--- src/rtl/seg7_pkg.sv ---
// Shared constants and the segment decode function for the multiplexed
// 4-digit seven-segment display driver.
package seg7_pkg;

    localparam int         NUM_DIGITS = 4;
    localparam logic [6:0] SEG_BLANK  = 7'h7F;
    localparam logic [3:0] AN_OFF     = 4'hF;

    // Active-low {g,f,e,d,c,b,a}; entry 0 is the rightmost slice.
    localparam logic [15:0][6:0] SEG_LUT = {
        7'b0001110,  // F
        7'b0000110,  // E
        7'b0100001,  // d
        7'b1000110,  // C
        7'b0000011,  // b
        7'b0001000,  // A
        7'b0010000,  // 9
        7'b0000000,  // 8
        7'b1111000,  // 7
        7'b0000010,  // 6
        7'b0010010,  // 5
        7'b0011001,  // 4
        7'b0110000,  // 3
        7'b0100100,  // 2
        7'b1111001,  // 1
        7'b1000000   // 0
    };

    typedef enum logic [1:0] {
        SLOT_GAP,
        SLOT_SHOW,
        SLOT_SUPP
    } slot_e;

    function automatic logic [6:0] seg7_decode(input logic [3:0] val, input logic hex_en);
        if (val >= 4'd10 && !hex_en) return SEG_BLANK;
        return SEG_LUT[val];
    endfunction

endpackage

--- src/rtl/seg7_scan_driver_if.sv ---
// Digit/control inputs and the seg/an pin outputs of the scan driver.
interface seg7_scan_driver_if;
    logic [15:0] digits;
    logic        blink_en;
    logic [3:0]  blink_mask;
    logic        lz_blank;
    logic [6:0]  seg;
    logic [3:0]  an;

    modport master (output digits, blink_en, blink_mask, lz_blank, input seg, an);
    modport slave  (input digits, blink_en, blink_mask, lz_blank, output seg, an);
endinterface

--- src/rtl/seg7_scan_driver_decoder.sv ---
// Combinational 4-bit value to active-low seven-segment pattern.
module seg7_decoder
    import seg7_pkg::*;
#(
    parameter bit HEX_EN = 1'b0
) (
    input  logic [3:0] val,
    output logic [6:0] seg
);
    assign seg = seg7_decode(val, HEX_EN);
endmodule

--- src/rtl/seg7_scan_driver.sv ---
// Time-multiplexed 4-digit seven-segment driver with guard gap, per-digit
// blink and leading-zero blanking; seg/an are registered.
module seg7_scan_driver
    import seg7_pkg::*;
#(
    parameter int SCAN_DIV  = 100000,
    parameter int GUARD     = 1000,
    parameter int BLINK_DIV = 25000000,
    parameter bit HEX_EN    = 1'b0
) (
    input logic              clk,
    input logic              rst,
    seg7_scan_driver_if.slave bus
);
    localparam int SW = (SCAN_DIV  > 1) ? $clog2(SCAN_DIV)  : 1;
    localparam int BW = (BLINK_DIV > 1) ? $clog2(BLINK_DIV) : 1;
    localparam logic [SW-1:0] SCAN_LAST  = SW'(SCAN_DIV - 1);
    localparam logic [SW-1:0] GUARD_C    = SW'(GUARD);
    localparam logic [BW-1:0] BLINK_LAST = BW'(BLINK_DIV - 1);

    logic [SW-1:0] scan_cnt;
    logic [1:0]    idx;
    logic [BW-1:0] blink_cnt;
    logic          blink_phase;
    logic [6:0]    seg_q, seg_nxt;
    logic [3:0]    an_q, an_nxt;
    slot_e         slot;

    logic [NUM_DIGITS-1:0][3:0] dig;
    logic [NUM_DIGITS-1:0][6:0] dec;
    logic [NUM_DIGITS-1:0]      lz_sup;
    logic                       blink_sup;

    assign dig = bus.digits;

    for (genvar i = 0; i < NUM_DIGITS; i++) begin : g_dec
        seg7_decoder #(.HEX_EN(HEX_EN)) u_dec (.val(dig[i]), .seg(dec[i]));
    end

    // Each blanked leading zero requires every more-significant digit blanked too.
    assign lz_sup[3] = bus.lz_blank && (dig[3] == 4'd0);
    assign lz_sup[2] = lz_sup[3] && (dig[2] == 4'd0);
    assign lz_sup[1] = lz_sup[2] && (dig[1] == 4'd0);
    assign lz_sup[0] = 1'b0;

    assign blink_sup = bus.blink_en && bus.blink_mask[idx] && blink_phase;

    always_comb begin
        slot    = SLOT_GAP;
        seg_nxt = SEG_BLANK;
        an_nxt  = AN_OFF;
        if (scan_cnt >= GUARD_C)
            slot = (blink_sup || lz_sup[idx]) ? SLOT_SUPP : SLOT_SHOW;
        case (slot)
            SLOT_SHOW: begin
                seg_nxt = dec[idx];
                an_nxt  = ~(4'b0001 << idx);
            end
            default: ;
        endcase
    end

    always_ff @(posedge clk or posedge rst) begin
        if (rst) begin
            scan_cnt    <= '0;
            idx         <= 2'd0;
            blink_cnt   <= '0;
            blink_phase <= 1'b0;
            seg_q       <= SEG_BLANK;
            an_q        <= AN_OFF;
        end else begin
            if (scan_cnt == SCAN_LAST) begin
                scan_cnt <= '0;
                idx      <= idx + 2'd1;
            end else begin
                scan_cnt <= scan_cnt + 1'b1;
            end
            if (blink_cnt == BLINK_LAST) begin
                blink_cnt   <= '0;
                blink_phase <= ~blink_phase;
            end else begin
                blink_cnt <= blink_cnt + 1'b1;
            end
            seg_q <= seg_nxt;
            an_q  <= an_nxt;
        end
    end

    assign bus.seg = seg_q;
    assign bus.an  = an_q;

endmodule

--- src/flat_wrapper.sv ---
// flat-port wrapper written by rule: the top's interface ports become plain ports
module seg7_scan_driver_flat import seg7_pkg::*;
#(
    parameter int SCAN_DIV  = 100000,
    parameter int GUARD     = 1000,
    parameter int BLINK_DIV = 25000000,
    parameter bit HEX_EN    = 1'b0
)
  (clk, rst, bus_digits, bus_blink_en, bus_blink_mask, bus_lz_blank, bus_seg, bus_an);
  seg7_scan_driver_if bus_i ();
  input logic clk;
  input logic rst;
  input wire logic [$bits(bus_i.digits)-1:0] bus_digits;
  input wire logic [$bits(bus_i.blink_en)-1:0] bus_blink_en;
  input wire logic [$bits(bus_i.blink_mask)-1:0] bus_blink_mask;
  input wire logic [$bits(bus_i.lz_blank)-1:0] bus_lz_blank;
  output wire logic [$bits(bus_i.seg)-1:0] bus_seg;
  output wire logic [$bits(bus_i.an)-1:0] bus_an;
  assign bus_i.digits = bus_digits;
  assign bus_i.blink_en = bus_blink_en;
  assign bus_i.blink_mask = bus_blink_mask;
  assign bus_i.lz_blank = bus_lz_blank;
  assign bus_seg = bus_i.seg;
  assign bus_an = bus_i.an;
  seg7_scan_driver #(.SCAN_DIV(SCAN_DIV), .GUARD(GUARD), .BLINK_DIV(BLINK_DIV), .HEX_EN(HEX_EN)) u_core (.clk(clk), .rst(rst), .bus(bus_i));
endmodule
--- config.mk ---
export PLATFORM = sky130hd
export DESIGN_NAME = seg7_scan_driver_flat
export DESIGN_NICKNAME = d
export VERILOG_FILES = /design/src/rtl/seg7_pkg.sv /design/src/rtl/seg7_scan_driver_if.sv /design/src/rtl/seg7_scan_driver_decoder.sv /design/src/rtl/seg7_scan_driver.sv /design/src/flat_wrapper.sv
export SDC_FILE = /design/constraint.sdc
export NUM_CORES = 1
export LEC_CHECK = 0
export ABC_AREA = 1
export BUFFER_PORTS_ARGS = -buffer_cell sky130_fd_sc_hd__buf_2
export CORE_ASPECT_RATIO = 1.25
export CORE_MARGIN = 2
export CORE_UTILIZATION = 35
export CTS_BUF_LIST = sky130_fd_sc_hd__clkbuf_8
export CTS_CLUSTER_SIZE = 40
export DETAILED_ROUTE_END_ITERATION = 10
export PLACE_DENSITY = 0.6
export SLEW_MARGIN = 20
export SYNTH_ARGS = -nofsm -noshare
export SYNTH_HDL_FRONTEND = slang
export SYNTH_SLANG_ARGS = --single-unit
--- constraint.sdc ---
create_clock -name clk -period 2.4 [get_ports clk]
set_input_delay 0.48 -clock clk [delete_from_list [all_inputs] [get_ports clk]]
set_output_delay 0.48 -clock clk [all_outputs]
set_load 0.03 [all_outputs]
# After elaboration in Yosys (flattened, before gate mapping)
# Memories as Yosys holds them, arrays and structs flattened.
# Index checks and enable logic that the tools add are counted.
[word_totals] register_bits=56 rom_bits=448 inputBits=24 output_inout_bits=11 memories=4
[memory_table] memory="(name not given)" words=16 width=7 rd=1 rd_clocked_by_memory_dff=0 wr=0 line="seg7_pkg.sv:37" source="return SEG_LUT[val];"
[memory_table] memory="(name not given)" words=16 width=7 rd=1 rd_clocked_by_memory_dff=0 wr=0 line="seg7_pkg.sv:37"
[memory_table] memory="(name not given)" words=16 width=7 rd=1 rd_clocked_by_memory_dff=0 wr=0 line="seg7_pkg.sv:37"
[memory_table] memory="(name not given)" words=16 width=7 rd=1 rd_clocked_by_memory_dff=0 wr=0 line="seg7_pkg.sv:37"
[op_classes] addsub=3 magnitude_cmp=10 eq_ne=3 shifts=1 mux=28 n_bitwise=2 n_reduce_logical=9
[op_table] operator="$mux 7" count=14
[op_table] operator="$add 25x1->25 const B" count=1
[op_table] operator="$eq 25x25->1 const B" count=1
[op_table] operator="$mux 25" count=1
[op_table] operator="$lt 4x5->1 const B" count=4
[op_table] operator="$add 17x1->17 const B" count=1
[op_table] operator="$eq 17x17->1 const B" count=1
[op_table] operator="$ge 17x10->1 const B" count=1
[op_table] operator="$mux 17" count=1
[op_table] operator="$ge 4x4->1 const B" count=4
[op_table] operator="$bmux 7 s2" count=1
[op_table] operator="$logic_not 4->1" count=3
[op_table] operator="$mux 1" count=6
[op_table] operator="$logic_and 1x1->1" count=5
[op_table] operator="$bmux 1 s2" count=2
[op_table] operator="$mux 2" count=2
[op_table] operator="$mux 4" count=1
[op_table] operator="$not 4->4" count=1
[op_table] operator="$shl 1x2->4 const A" count=1
[op_table] operator="$lt 2x3->1 const B" count=1
[op_table] operator="$add 2x1->2 const B" count=1
[op_table] operator="$eq 2x1->1 const B" count=1
[op_table] operator="$logic_or 1x1->1" count=1
[op_table] operator="$not 1->1" count=1

# Logic depth before layout (Yosys ltp)
[logic_depth] ltp_word=11 mapped_depth=10 ltp_nobuf=10

# Modules after synthesis
# Synthesis repeated with hierarchy kept, for this count alone.
[unflattened] hier_cells=662 hier_area_um2=4493.1
[by_module_without_submodules] mod="seg7_scan_driver" instances=1 cells_each=463 area_each_um2=3360.7 seq_area_each_um2=1415.1
[by_module_without_submodules] mod="seg7_decoder at u_core.g_dec[1].u_dec ..." instances=3 cells_each=51 area_each_um2=282.8 seq_area_each_um2=0.0
[by_module_without_submodules] mod="seg7_decoder at u_core.g_dec[0].u_dec" instances=1 cells_each=46 area_each_um2=284.0 seq_area_each_um2=0.0

# Worst setup path before layout
# OpenSTA, ideal clock, no wires.
[synth_timing] path_kind="input port to flip-flop" start="in bus_digits[4]" end="reg u_core.seg_q[2] (netlist: u_core.bus.seg[2])" t_arrival_ps=1277 required_time_ps=2315 slack_ps=1038 cell_stages=10 path_cell_list="inv_1 -> ha_1 -> nand2_1 -> inv_1 -> nand2_1 -> nand2_1 -> nand3_1 -> nand3_2 -> inv_2 -> nand3_1"
[synth_via] elab_chain_len=9 elab_cells_between_ends=16
[synth_lines] element="from (decl)" line="flat_wrapper.sv:13" source="input wire logic [$bits(bus_i.digits)-1:0] bus_digits;"
[synth_lines] element="branches (longest 8 deep; another with $mem_v2 16x7)"
[synth_lines] element="$mux 7 *" line="seg7_scan_driver.sv:54" source="case (slot)"
[synth_lines] element="net u_core.seg_nxt[2]" line="seg7_scan_driver.sv:25" source="logic [6:0] seg_q, seg_nxt;"
[synth_lines] element="to (signal assigned)" line="seg7_scan_driver.sv:84" source="seg_q <= seg_nxt;"
[synth_lines] element="to (decl)" line="seg7_scan_driver.sv:25"
# Mark *: on every way through the listed nets, which the timed path passes. The select of a mux whose other input is x is not followed.
# A chain may end at the register's enable or synchronous reset.

# Worst setup path in the final report
[layout_timing] start="reg u_core.blink_cnt[0]" end="reg u_core.blink_cnt[21]"
[layout_via] elab_chain_len=2 elab_cells_between_ends=3
[layout_lines] element="from (decl)" line="seg7_scan_driver.sv:23" source="logic [BW-1:0] blink_cnt;"
[layout_lines] element="from (signal assigned)" line="seg7_scan_driver.sv:82" source="blink_cnt <= blink_cnt + 1'b1;"
[layout_lines] element="$add 25x1->25 or $eq 25x25->1 (tied branches)" line="seg7_scan_driver.sv:82, seg7_scan_driver.sv:78"
[layout_lines] element="$mux 25 *" line="seg7_scan_driver.sv:78" source="if (blink_cnt == BLINK_LAST) begin"
# Mark *: on every way between the ends. The rest lies on a longest branch, timed or not.

==> summary.txt <==
area grow syn2layout: 11.1%
Max-cap violations: 0
total grt overflow: 0
Starting Density: 0.357
most common cell after layout, fill and taps aside: nand2_1
largest net degree at the start of global routing: 39
I/O pins: 35
GRT Overall Usage: 0.159
Final min period: 1.56 ns
core area: 12100 µm²
FF+latch count, synth: 56
violation count after the first detailed-route iteration: 180
Post-Syn Area per Cell: 6.74 µm²
ANT cells: 0
sequential area share after synthesis: 0.328
critical path class: register to register
Crit path largest cell delay: 0.40 ns
Syn Inst Count: 641
Slew Viols, Final: 0
# Post-CTS Setup Buffers: 0
Worst EP arrival: 1.77 ns
status: finished clean
FP Rows: 45
Crit Path Max Fanout: 5
GPL Wtd Cong: 0.912
worst skew pair latency: 0.32 ns
clock slew at reported path FFs: 0.10 ns
worst min path class: input pin to async pin
antenna violations before repair: 0
Remaining DRCs: 0
pre-CTS WS: 0.730 ns
cts hold-fix bufs: 0
die area: 13300 µm²
TNS Setup: 0 ns
Die Ht: 128 µm
share of the synthesized area in the top cell type: 0.261
Setup crit end kind: register
PortBufs: 34
startpoint types: register
ranking of synthesized cells by area: dfrtp_1 (26%), nand2_1 (16%), ha_1 (8.4%), inv_1 (8.1%), nand3_1 (7.8%)
Syn Nets: 694
Power Density: 372 nW/µm²
CTS Buffer Depth: 2
post-route setup slack: 0.837 ns
fin nets: 729
leading area contributor after synthesis: dfrtp_1
Fin. Hold Viols: 0
commonest cells after routing, fill and taps aside: nand2_1 (183), inv_1 (92), nor2_1 (86), nand3_1 (67), dfrtp_1 (45)
P_leak: 2.48 nW
Critical Path RT: 2.61 ns
final setup violation count: 0
H-tree depth: 2
Slew headroom: 0.715
clock tree from TritonCTS: yes
fmax: 640 MHz
# fillers: 1259
Cell variety after synth: 31
first-pass GRT wire length: 16900 µm
Yosys warnings: 0
drt total wl: 9900 µm
family with the most delay on the worst path: simple AND/OR/NAND/NOR gates
Detail Route Antenna Nets: 0
Sink Count: 56
Post-Route Skew: 0.00759 ns
R2R depth: 8
CTS buffer count: 5
Vias/cell: 4.73
first-pass iteration count of the detailed router: 4
VDD IR-drop max: 0.202 mV
total chip power: 0.00179 W
Post-CTS Resized: 0
RSZ-0062 raised after global routing: false
CP Cell Sequence: ha_1 -> nand2_2 -> nor2_8 -> inv_2 -> nor3_1 -> nand2_1 -> nor2_2 -> nor2_1
layout cell share with drive strength beyond 1: 0.152
Tcrit/Tclk final: 0.651
Crit. path cell count: 8
CP Buf/Inv Count: 1
Worst Max-Slew Pin Slew: 0.428 ns
vias in the first global route: 3723
Root Buffer: clkbuf_8
Die X: 103 µm
Detailed Place HPWL: 8010 µm
Crit-path slowest cell: dfrtp_1
vias post-DR: 3978
synthesized area: 4320 µm²
DR WL/cell: 11.8 µm
worst paths after layout:
path	startpoint	endpoint	slack, ns
hold / removal	rst	u_core.blink_cnt[22]$_DFF_PP0_	0.14
setup reg to reg	u_core.blink_cnt[0]$_DFF_PP0_	u_core.blink_cnt[21]$_DFF_PP0_	0.84
hold reg to reg	u_core.scan_cnt[0]$_DFF_PP0_	u_core.scan_cnt[0]$_DFF_PP0_	0.49
setup / recovery	u_core.blink_cnt[0]$_DFF_PP0_	u_core.blink_cnt[21]$_DFF_PP0_	0.84
max in group asynchronous	rst	u_core.bus.seg[2]$_DFF_PP1_	1.66
min in group clk	u_core.scan_cnt[0]$_DFF_PP0_	u_core.scan_cnt[0]$_DFF_PP0_	0.49
metrics by stage:
stage               cells  hold slack [ns]   util  cell area, µm²
floorplan             641            0.449      -            4320
global placement      833            0.465  0.387            4680
detailed placement    833            0.478  0.387            4680
CTS                   841            0.153  0.397            4800
global route          841            0.171  0.397            4800
finish                841            0.139  0.397            4800
cell families (layout without fill, tap and decap cells):
kind of cell,after synthesis,count (layout),share of synthesized area
adder cells (fa/ha/maj),29,29,0.0840
flip-flops,56,56,0.328
AND/OR/NAND/NOR,396,396,0.415
AO/OA/AOI/OAI,34,34,0.0432
buffers and inverters,111,147,0.0985
XOR/XNOR,15,15,0.0321
cells in the mapped netlist (all sizes together):
cell type  count
ha            29
o21ai         19
inv          103
clkinv         1
o211ai         4
buf            6
nand3b         1
xnor2          4
clkbuf         1
dfrtp         45
nor3          13
nand3         70
nand4         14
nand2        192
a21oi         10
xor2          11
a22oi          1
nor2         106
dfstp         11
layout make-up:
class / count / area [µm²] / share of cell area
Clock inverter: 2 / 38.8 / 0.00808
Sequential cell: 56 / 1420 / 0.295
Timing Repair Buffer: 35 / 190 / 0.0396
Tap cell: 164 / 205 / 0.0427
Clock buffer: 6 / 82.6 / 0.0172
Inverter: 104 / 390 / 0.0813
Multi-Input combinational cell: 474 / 2480 / 0.516
report_power, final:
group | total [W] | internal, W | switching (W) | leakage [nW]
registers | 0.000944 | 0.000944 | 0 | 0.716
logic | 0.000187 | 0.0000645 | 0.000122 | 1.71
clock network | 0.000657 | 0.000342 | 0.000315 | 0.0614
metal layers:
metal  share of wire  track usage  vias up
met4           0.029       0.0611        0
li1                -            -     2061
met3           0.037       0.0262       21
met2            0.49        0.267       86
met1            0.44        0.201     1810
met5               0            0        -
sequential cells by signal, summed over array words and instances (netlist names):
register	flops
u_core.bus.an	4
u_core.blink_cnt	25
u_core.bus.seg	7
u_core.scan_cnt	17
u_core.idx	2
u_core.blink_phase	1
(Power assumes the default switching activity.)
